$ cat config.mk
export PLATFORM = sky130hd
export DESIGN_NAME = load_store_unit_flat
export DESIGN_NICKNAME = d
export VERILOG_FILES = /design/src/rtl/load_store_unit_if.sv /design/src/rtl/load_store_unit.sv /design/src/flat_wrapper.sv
export SDC_FILE = /design/constraint.sdc
export NUM_CORES = 1
export LEC_CHECK = 0
export ABC_AREA = 1
export CAP_MARGIN = 25
export CORE_UTILIZATION = 42
export DETAILED_ROUTE_END_ITERATION = 16
export PLACE_DENSITY = 0.83
export SLEW_MARGIN = 20
export SYNTH_ARGS = -nofsm -noshare
export SYNTH_HDL_FRONTEND = slang
export SYNTH_SLANG_ARGS = --single-unit
$ cat constraint.sdc
create_clock -name clk -period 4 [get_ports clk]
set_input_delay 0.4 -clock clk [delete_from_list [all_inputs] [get_ports clk]]
set_output_delay 0.4 -clock clk [all_outputs]
set_load 0.01 [all_outputs]
$ cat src/rtl/load_store_unit_if.sv
// load_store_unit_if: request/response handshake bundle between MEM stage and load/store unit
interface load_store_unit_if #(parameter int ADDR_W = 32);
    logic              req_valid;
    logic              req_ready;
    logic [3:0]        req_op;
    logic [ADDR_W-1:0] req_addr;
    logic [31:0]       req_wdata;
    logic              resp_valid;
    logic              resp_ready;
    logic [31:0]       resp_rdata;
    logic              resp_err;
    logic [1:0]        resp_code;
    modport master (
        output req_valid, req_op, req_addr, req_wdata, resp_ready,
        input  req_ready, resp_valid, resp_rdata, resp_err, resp_code
    );
    modport slave (
        input  req_valid, req_op, req_addr, req_wdata, resp_ready,
        output req_ready, resp_valid, resp_rdata, resp_err, resp_code
    );
endinterface

$ cat src/rtl/load_store_unit.sv
// load_store_unit: single-outstanding load/store controller for a big-endian data memory
module load_store_unit #(
    parameter int MEM_BYTES = 256,
    parameter int ADDR_W    = 32
) (
    input  logic              clk,
    input  logic              rst_n,
    load_store_unit_if.slave  bus,
    output logic [ADDR_W-1:0] mem_address,
    output logic [31:0]       mem_writedata,
    output logic [1:0]        mem_write,
    output logic [1:0]        mem_read,
    input  logic [31:0]       mem_readdata
);
    typedef enum logic [1:0] {IDLE, ACCESS, RESP} state_t;
    state_t            state, state_n;
    logic [3:0]        op, op_n;
    logic [ADDR_W-1:0] address_n;
    logic [31:0]       writedata_n, rdata_n, load_ext;
    logic [1:0]        write_n, read_n, code_n, err_code, req_size;
    logic              valid_n, err_n;
    assign req_size = bus.req_op[1:0];
    // classify the offered request: illegal beats misaligned beats out of range
    always_comb begin
        err_code = req_size == 2'd0 ? 2'd3 :
                   ((req_size == 2'd2 && bus.req_addr[0]) ||
                    (req_size == 2'd3 && bus.req_addr[1:0] != 2'd0)) ? 2'd1 :
                   bus.req_addr >= ADDR_W'(MEM_BYTES) ? 2'd2 : 2'd0;
    end
    // extend the sampled read data according to the captured op; stores return zero
    always_comb begin
        load_ext = op[3] ? 32'd0 :
                   op[1:0] == 2'd1 ? (op[2] ? {24'd0, mem_readdata[7:0]}
                                            : {{24{mem_readdata[7]}}, mem_readdata[7:0]}) :
                   op[1:0] == 2'd2 ? (op[2] ? {16'd0, mem_readdata[15:0]}
                                            : {{16{mem_readdata[15]}}, mem_readdata[15:0]}) :
                   mem_readdata;
    end
    // next-state and next-output logic; every output is then registered
    always_comb begin
        state_n     = state;
        op_n        = op;
        address_n   = mem_address;
        writedata_n = mem_writedata;
        write_n     = 2'd0;
        read_n      = 2'd0;
        valid_n     = bus.resp_valid;
        err_n       = bus.resp_err;
        code_n      = bus.resp_code;
        rdata_n     = bus.resp_rdata;
        case (state)
            IDLE: if (bus.req_valid) begin
                op_n = bus.req_op;
                if (err_code != 2'd0) begin
                    state_n = RESP;
                    valid_n = 1'b1;
                    err_n   = 1'b1;
                    code_n  = err_code;
                    rdata_n = 32'd0;
                end else begin
                    state_n     = ACCESS;
                    address_n   = bus.req_addr;
                    writedata_n = bus.req_wdata;
                    write_n     = bus.req_op[3] ? req_size : 2'd0;
                    read_n      = bus.req_op[3] ? 2'd0 : req_size;
                end
            end
            ACCESS: begin
                state_n = RESP;
                valid_n = 1'b1;
                err_n   = 1'b0;
                code_n  = 2'd0;
                rdata_n = load_ext;
            end
            RESP: if (bus.resp_ready) begin
                state_n = IDLE;
                valid_n = 1'b0;
                err_n   = 1'b0;
                code_n  = 2'd0;
                rdata_n = 32'd0;
            end
            default: state_n = IDLE;
        endcase
    end
    // state and output registers; reset drops the strobes immediately
    always_ff @(posedge clk or negedge rst_n) begin
        if (!rst_n) begin
            state          <= IDLE;
            op             <= 4'd0;
            mem_address    <= '0;
            mem_writedata  <= 32'd0;
            mem_write      <= 2'd0;
            mem_read       <= 2'd0;
            bus.req_ready  <= 1'b1;
            bus.resp_valid <= 1'b0;
            bus.resp_err   <= 1'b0;
            bus.resp_code  <= 2'd0;
            bus.resp_rdata <= 32'd0;
        end else begin
            state          <= state_n;
            op             <= op_n;
            mem_address    <= address_n;
            mem_writedata  <= writedata_n;
            mem_write      <= write_n;
            mem_read       <= read_n;
            bus.req_ready  <= state_n == IDLE;
            bus.resp_valid <= valid_n;
            bus.resp_err   <= err_n;
            bus.resp_code  <= code_n;
            bus.resp_rdata <= rdata_n;
        end
    end
endmodule

$ cat src/flat_wrapper.sv
// flat-port wrapper written by rule: the top's interface ports become plain ports
module load_store_unit_flat 
#(
    parameter int MEM_BYTES = 256,
    parameter int ADDR_W    = 32
)
  (clk, rst_n, mem_address, mem_writedata, mem_write, mem_read, mem_readdata, bus_req_valid, bus_req_op, bus_req_addr, bus_req_wdata, bus_resp_ready, bus_req_ready, bus_resp_valid, bus_resp_rdata, bus_resp_err, bus_resp_code);
  load_store_unit_if #(.ADDR_W(ADDR_W)) bus_i ();
  input  logic clk;
  input  logic rst_n;
  output logic [ADDR_W-1:0] mem_address;
  output logic [31:0] mem_writedata;
  output logic [1:0] mem_write;
  output logic [1:0] mem_read;
  input  logic [31:0] mem_readdata;
  input wire logic [$bits(bus_i.req_valid)-1:0] bus_req_valid;
  input wire logic [$bits(bus_i.req_op)-1:0] bus_req_op;
  input wire logic [$bits(bus_i.req_addr)-1:0] bus_req_addr;
  input wire logic [$bits(bus_i.req_wdata)-1:0] bus_req_wdata;
  input wire logic [$bits(bus_i.resp_ready)-1:0] bus_resp_ready;
  output wire logic [$bits(bus_i.req_ready)-1:0] bus_req_ready;
  output wire logic [$bits(bus_i.resp_valid)-1:0] bus_resp_valid;
  output wire logic [$bits(bus_i.resp_rdata)-1:0] bus_resp_rdata;
  output wire logic [$bits(bus_i.resp_err)-1:0] bus_resp_err;
  output wire logic [$bits(bus_i.resp_code)-1:0] bus_resp_code;
  assign bus_i.req_valid = bus_req_valid;
  assign bus_i.req_op = bus_req_op;
  assign bus_i.req_addr = bus_req_addr;
  assign bus_i.req_wdata = bus_req_wdata;
  assign bus_i.resp_ready = bus_resp_ready;
  assign bus_req_ready = bus_i.req_ready;
  assign bus_resp_valid = bus_i.resp_valid;
  assign bus_resp_rdata = bus_i.resp_rdata;
  assign bus_resp_err = bus_i.resp_err;
  assign bus_resp_code = bus_i.resp_code;
  load_store_unit #(.MEM_BYTES(MEM_BYTES), .ADDR_W(ADDR_W)) u_core (.clk(clk), .rst_n(rst_n), .bus(bus_i), .mem_address(mem_address), .mem_writedata(mem_writedata), .mem_write(mem_write), .mem_read(mem_read), .mem_readdata(mem_readdata));
endmodule
==> reports/results.tsv, run 1 <==
stage	metric	value	unit
run_status	status	finished, final reports clean	
die	die width	106	um
timing	fin crit period	2510	ps
worst_setup_path	cells on worst reg2reg path	6	
power	Psw	0.755	mW
die	Rows	37	
clocking	total CTS buffers	9	
power	P_int	1.66	mW
power	Leak Pwr	3.38	nW
synth	synth unique cells	24	
synth	count leader, synth	nand2_1	
clocking	cts repair resizes	0	
cells_and_area	# fillers	834	
synth	share of the synthesized area in the top cell type	60.8	%
worst_setup_path	critical path type	in2reg	
worst_setup_path	crit-path cells	clkdlybuf4s50_1 -> inv_2 -> a21oi_1 -> nor2_1 -> nand4_4 -> inv_2 -> nand2_1 -> nand2_1	
timing	fin crit share	62.7	%
worst_setup_path	CP max-delay cell	inv_2	
synth	synth cell count leaders	nand2_1 (240), dfrtp_1 (110), o21ai_0 (57)	
place	GP Congestion	0.810	
flow_run	MaxCap Viol Count	0	
grt	first-pass GRT wire length	19.7	mm
synth	Yosys warnings	0	
routing	DRC violations left	0	
synth	sequential share of the synthesized area	61.4	%
routing	drt first pass iters	5	
power	Sw Ratio	31.3	%
timing	final hold violations	0	
worst_setup_path	CP Capture Type	register	
timing	TNS Setup	0	ps
grt	largest net degree at the start of global routing	70	
worst_setup_path	Crit. path cell count	8	
synth	syn nets	626	
synth	Synth Register Bits	111	
grt	total grt overflow	0	
die	# IOs	209	
power	Clk network pwr share	26.7	%
cells_and_area	area grow syn2layout	52.3	%
clocking	clk slew on worst S/H paths	110	ps
grt	all-layer global routing usage	22.1	%
cells_and_area	ANT cells	0	
clocking	CTS tree	yes	
power	combinational power share	23.1	%
synth	Post-Synthesis Cells	518	
clocking	clock latency on the worst-skew pair	370	ps
worst_setup_path	crit path from	bus_req_op[1]	
timing	RSZ-0062 raised after global routing	no	
grt	vias in the first global route	4172	
clocking	H-tree depth	3	
clocking	Root Buffer	clkbuf_8	
routing	post-route ant nets	0	
synth	synth top area cells	dfrtp_1 (61%), nand2_1 (20%), o21ai_0 (6.3%), inv_1 (3.1%), nor2_1 (1.5%)	
timing	WHS	453	ps
timing	fmax	0.399	GHz
worst_setup_path	CP Data Arrival Time	2820	ps
die	full die area	0.0112	sq mm
worst_setup_path	r2r startpoint	u_core.state[0]	
routing	initial drt markers	259	
place	Area after DPL	0.00667	sq mm
synth	Post-synth EDFFs	0	
timing	max-slew violations	0	
cells_and_area	share of post-route cells with drive strength above 1	4.14	%
timing	Setup Viol. Count Final	0	
clocking	Bufs on Longest Clock Path	2	
clocking	hold buffer count at cts	1	
worst_setup_path	Critical Path Max Stage Delay	700	ps
die	Starting Density	43.6	%
synth	Avg Synthesized Cell Area	8.73	sq um
place	# port buffers	208	
worst_setup_path	Critical Path RT	4310	ps
synth	Synth async-reset ratio	100	%
worst_setup_path	CP Launch Type	input port	
worst_setup_path	CP Buf/Inv Count	3	
power	maximum vdd drop	0.000179	V
timing	Tightest Pin Transition	888	ps
synth	Mapped Area	0.00452	sq mm
routing	final wirelength	12.0	mm
cells_and_area	Final Cell Area	0.00689	sq mm
cells_and_area	# nets final	827	
routing	Vias	4115	
clocking	clock sink count	111	
die	core region area	0.0104	sq mm
power	total power	2.42	mW
timing	Rel. slew slack	40.6	%
place	HPWL after DPL	8.72	mm
synth	post-synth top area cell	dfrtp_1	
routing	Avg WL per Cell	13.9	um
worst_hold_path	hold crit path type	in2async	
die	die height	106	um
timing	clk_skew	17.6	ps
grt	initial antenna violation count	0	
synth	top_reg_cell synth	dfrtp_1	
routing	DR vias/cell	4.78	
cells_and_area	final core utilization	66.5	%
power	register share of total power	50.2	%
power	pwr/cell area	351	mW/mm^2
clocking	# Post-CTS Setup Buffers	0	
worst_setup_path	Max FO, Critical Path	40	
worst_setup_path	cell family contributing the most delay on the critical path	buffers and inverters	
==> kinds of logic after synthesis <==
family          after synthesis  share of synthesized area (%)
flops                       111                           61.4
fa+ha+maj                     4                           1.11
compound gates               72                           8.21
buf+inv                      62                           5.95
simple gates                269                           23.3
==> metal layers <==
layer / wire length (um) / global-route usage [%]
met5: 0 / 0
met3: 1210 / 8.47
met1: 4940 / 27.3
met2: 5690 / 36.3
met4: 140 / 5.56
==> worst paths after layout <==
kind	end	slack (ps)
max in group asynchronous	u_core.op[1]	2620
worst max-delay path	u_core.mem_writedata[17]	1490
worst max register to register	u_core.mem_writedata[17]	1680
worst min register to register	u_core.mem_address[30]	480
worst min-delay path	u_core.bus.resp_rdata[13]	450
min in group clk	u_core.mem_address[30]	480
==> cell type report <==
type                       instances  area [sq um]  share of cell area [%]
sequential                       111          2780                    40.3
tap                              136           170                    2.47
timing repair buffer             213          2130                    30.9
multi-input combinational        345          1480                    21.4
inverter                          39           146                    2.12
clock buffer                      10           138                    2.00
clock inverter                     6          50.0                   0.726
==> worst register-to-register path, cell delays in order (launching register included) <==
cell	delay, ps
dfrtp_1	430
inv_1	100
ha_1	280
nand4_4	510
inv_2	710
nand2_1	150
nand2_1	100
==> flip-flops by register name, summed over array words and instances (netlist names) <==
name / flops
u_core.bus.resp_rdata: 32
u_core.bus.resp_valid: 1
u_core.bus.resp_code: 2
u_core.mem_read: 2
u_core.mem_write: 2
u_core.mem_writedata: 32
u_core.bus.req_ready: 1
u_core.mem_address: 32
u_core.op: 4
u_core.state: 2
u_core.bus.resp_err: 1
==> cells in the final DEF (no fill, tap or decap) <==
master	netlist	final
nand2_1	240	240
clkdlybuf4s50_1	0	207
dfrtp_1	110	110
o21ai_0	57	57
inv_1	37	37
nor2_1	18	18
clkbuf_8	0	10
o21ai_1	8	8
a21oi_1	4	4
nor3_1	4	4
ha_1	4	4
buf_4	1	4
nor2_4	2	2
inv_2	2	2
nand3_1	2	2
inv_6	0	2
nand4_1	1	1
nand4_4	1	1
o21bai_1	1	1
o21ba_2	1	1
nand2_2	1	1
o21ai_2	1	1
clkinv_2	0	1
clkinvlp_4	0	1
inv_8	0	1
clkinv_4	0	1
dlygate4sd3_1	0	1
buf_12	0	1
dfstp_2	1	1
==> stage by stage <==
step           cells  worst slack, ps
2_1_floorplan    518             2380
3_5_place_dp     842             1120
5_1_grt          860             1220
4_1_cts          859             1500
3_3_place_gp     842             1270
6_report         860             1490
==> power groups by stage <==
| stage | clock network (mW) | logic, mW | registers (mW) |
|---|---|---|---|
| 2_1_floorplan | 0 | 0.307 | 1.24 |
| 3_3_place_gp | 0 | 0.526 | 1.23 |
| 3_5_place_dp | 0 | 0.532 | 1.24 |
| 4_1_cts | 0.664 | 0.538 | 1.21 |
| 5_1_grt | 0.707 | 0.621 | 1.22 |
| 6_report | 0.646 | 0.558 | 1.21 |
No activity file was read; power rests on OpenSTA's default activity.
==> run 2: changes to the inputs <==
--- a/config.mk
+++ b/config.mk
@@ -7,9 +7,9 @@
 export LEC_CHECK = 0
 export ABC_AREA = 1
 export CAP_MARGIN = 25
-export CORE_UTILIZATION = 42
+export CORE_UTILIZATION = 37
 export DETAILED_ROUTE_END_ITERATION = 16
-export PLACE_DENSITY = 0.83
+export PLACE_DENSITY = 0.78
 export SLEW_MARGIN = 20
 export SYNTH_ARGS = -nofsm -noshare
 export SYNTH_HDL_FRONTEND = slang
==> constraint.sdc (replaced) <==
create_clock -name clk -period 2.04 [get_ports clk]
set_input_delay 0.204 -clock clk [delete_from_list [all_inputs] [get_ports clk]]
set_output_delay 0.204 -clock clk [all_outputs]
set_load 0.01 [all_outputs]
==> run 2 against run 1 <==
Cell count rose by 2.3%. Critical endpoint is now u_core.bus.resp_rdata[21]. Sequential cell count did not move. Core utilization fell by 6.5 points. Setup slack got worse by 1200 ps. Wire length fell by 0.16%. Highest routed layer unchanged. Die area rose by 13%.
==> reports/results.tsv, run 2 (synthesis results as in run 1) <==
stage	metric	value	unit
worst_setup_path	CP Data Arrival Time	2050	ps
place	GP Congestion	0.811	
cells_and_area	biggest regs	u_core.bus.resp_rdata x32, u_core.mem_address x32, u_core.mem_writedata x32	
grt	vias in the first global route	4180	
clocking	H-tree depth	3	
power	register share of total power	43.0	%
worst_setup_path	CP max-delay cell	dfrtp_1	
clocking	Root Buffer	clkbuf_16	
cells_and_area	most common cell after layout, fill and taps aside	nand2_1	
cells_and_area	ANT cells	0	
clocking	Bufs on Longest Clock Path	2	
place	Area after DPL	0.00681	sq mm
power	Clk network pwr share	36.2	%
flow_run	MaxCap Viol Count	0	
timing	fin crit share	87.9	%
worst_setup_path	critical path type	reg2reg	
power	Leak Pwr	3.52	nW
routing	Vias	4070	
worst_setup_path	Critical Path RT	2290	ps
timing	RSZ-0062 raised after global routing	no	
die	# IOs	209	
timing	Setup Viol. Count Final	0	
worst_setup_path	CP Capture Type	register	
routing	Avg WL per Cell	13.6	um
power	P_int	4.04	mW
clocking	CTS tree	yes	
clocking	total CTS buffers	9	
die	die width	113	um
die	Rows	40	
die	core region area	0.0120	sq mm
power	pwr/cell area	772	mW/mm^2
power	combinational power share	20.8	%
routing	drt first pass iters	4	
timing	clk_skew	5.83	ps
worst_setup_path	CP Launch Type	register	
timing	TNS Setup	0	ps
routing	initial drt markers	351	
routing	DR vias/cell	4.63	
grt	initial antenna violation count	0	
place	HPWL after DPL	8.78	mm
die	die height	113	um
cells_and_area	most frequent cells in the layout	nand2_1 (240), clkdlybuf4s50_1 (207), dfrtp_1 (110)	
clocking	clk slew on worst S/H paths	70	ps
timing	fmax	0.558	GHz
grt	total grt overflow	0	
power	Psw	1.49	mW
place	# port buffers	208	
grt	first-pass GRT wire length	19.8	mm
die	full die area	0.0127	sq mm
power	Sw Ratio	26.9	%
die	Starting Density	37.8	%
worst_setup_path	crit-path cells	inv_1 -> ha_1 -> inv_1 -> nor2_4 -> nand2_1 -> o21ai_2 -> buf_4 -> nand2_1 -> o21ai_0	
timing	Rel. slew slack	65.7	%
timing	max-slew violations	0	
place	# placed instances	863	
grt	all-layer global routing usage	19.8	%
timing	Tightest Pin Transition	515	ps
clocking	clock sink count	111	
power	total power	5.53	mW
timing	final hold violations	0	
worst_hold_path	hold crit path type	in2async	
routing	final wirelength	12.0	mm
timing	fin crit period	1790	ps
grt	largest net degree at the start of global routing	66	
cells_and_area	# nets final	836	
worst_setup_path	Critical Path Max Stage Delay	410	ps
routing	DRC violations left	0	
run_status	status	finished, final reports clean	
power	maximum vdd drop	0.000684	V
cells_and_area	fin cells	880	
cells_and_area	area grow syn2layout	58.5	%
place	Place WS	-99.4	ps
cells_and_area	share of post-route cells with drive strength above 1	5.32	%
cells_and_area	Final Cell Area	0.00717	sq mm
clocking	clock latency on the worst-skew pair	340	ps
clocking	# Post-CTS Setup Buffers	0	
routing	post-route ant nets	0	
worst_setup_path	Max FO, Critical Path	16	
timing	final setup margin	247	ps
run 2: cell count changes in the layout (fill, tap and decap cells not counted), sizes merged:
cell and change:
buf +9, bufinv +3, inv -3
run 2: per-layer routing:
layer | global-route usage [%] | vias up | share of wire [%]
li1 | - | 2009 | -
met1 | 22.6 | 1885 | 40
met2 | 34.4 | 163 | 49
met3 | 6.97 | 13 | 9.4
met4 | 6.67 | 0 | 1.3
met5 | 0 | - | 0
run 2: final cells by class:
type                            count  area (sq um)
Fill cell                        1040          4790
Sequential cell                   111          2780
Timing Repair Buffer              222          2240
Multi-Input combinational cell    345          1480
Clock buffer                       10           239
Tap cell                          147           184
Inverter                           39           146
Clock inverter                      6           108
run 2: repair_timing:
item	CTS	global route
resized for setup	0	0
endpoints found under the hold margin	36	0
hold buffers	1	0
run 2: critical path, delay by kind of cell, from the launching register on:
kind	cells	cell delay (ps)
AO/OA/AOI/OAI	2	440
adder cells (fa/ha/maj)	1	170
AND/OR/NAND/NOR	3	250
flip-flops	1	410
buffers and inverters	3	430
run 2: power by group through the flow:
| stage | clock (mW) | sequential, mW | combinational [mW] |
|---|---|---|---|
| after floorplan | 0 | 2.43 | 0.601 |
| after global placement | 0 | 2.41 | 1.13 |
| after detailed placement | 0 | 2.42 | 1.14 |
| after CTS | 2.06 | 2.38 | 1.15 |
| after global routing | 2.14 | 2.39 | 1.29 |
| final | 2.00 | 2.38 | 1.15 |
run 2: path summary, 6_finish.rpt:
check | depth (start not counted) | end | slack (ps) | startpoint
worst max-delay path | 9 | u_core.bus.resp_rdata[21] | 250 | u_core.state[1]
min in group clk | 3 | u_core.mem_writedata[7] | 390 | bus_req_wdata[7]
max in group asynchronous | 3 | u_core.mem_writedata[28] | 1000 | rst_n
worst min-delay path | 2 | u_core.bus.resp_rdata[14] | 370 | rst_n
worst max register to register | 9 | u_core.bus.resp_rdata[21] | 250 | u_core.state[1]
worst min register to register | 2 | u_core.mem_address[12] | 470 | u_core.mem_address[12]
run 2: metrics by stage:
step / util (%) / hold WS [ps]
after global placement: 57.0 / 209
after floorplan: - / -91.6
after detailed placement: 57.0 / 213
after global routing: 59.9 / 381
after CTS: 59.9 / 374
final: 59.9 / 373
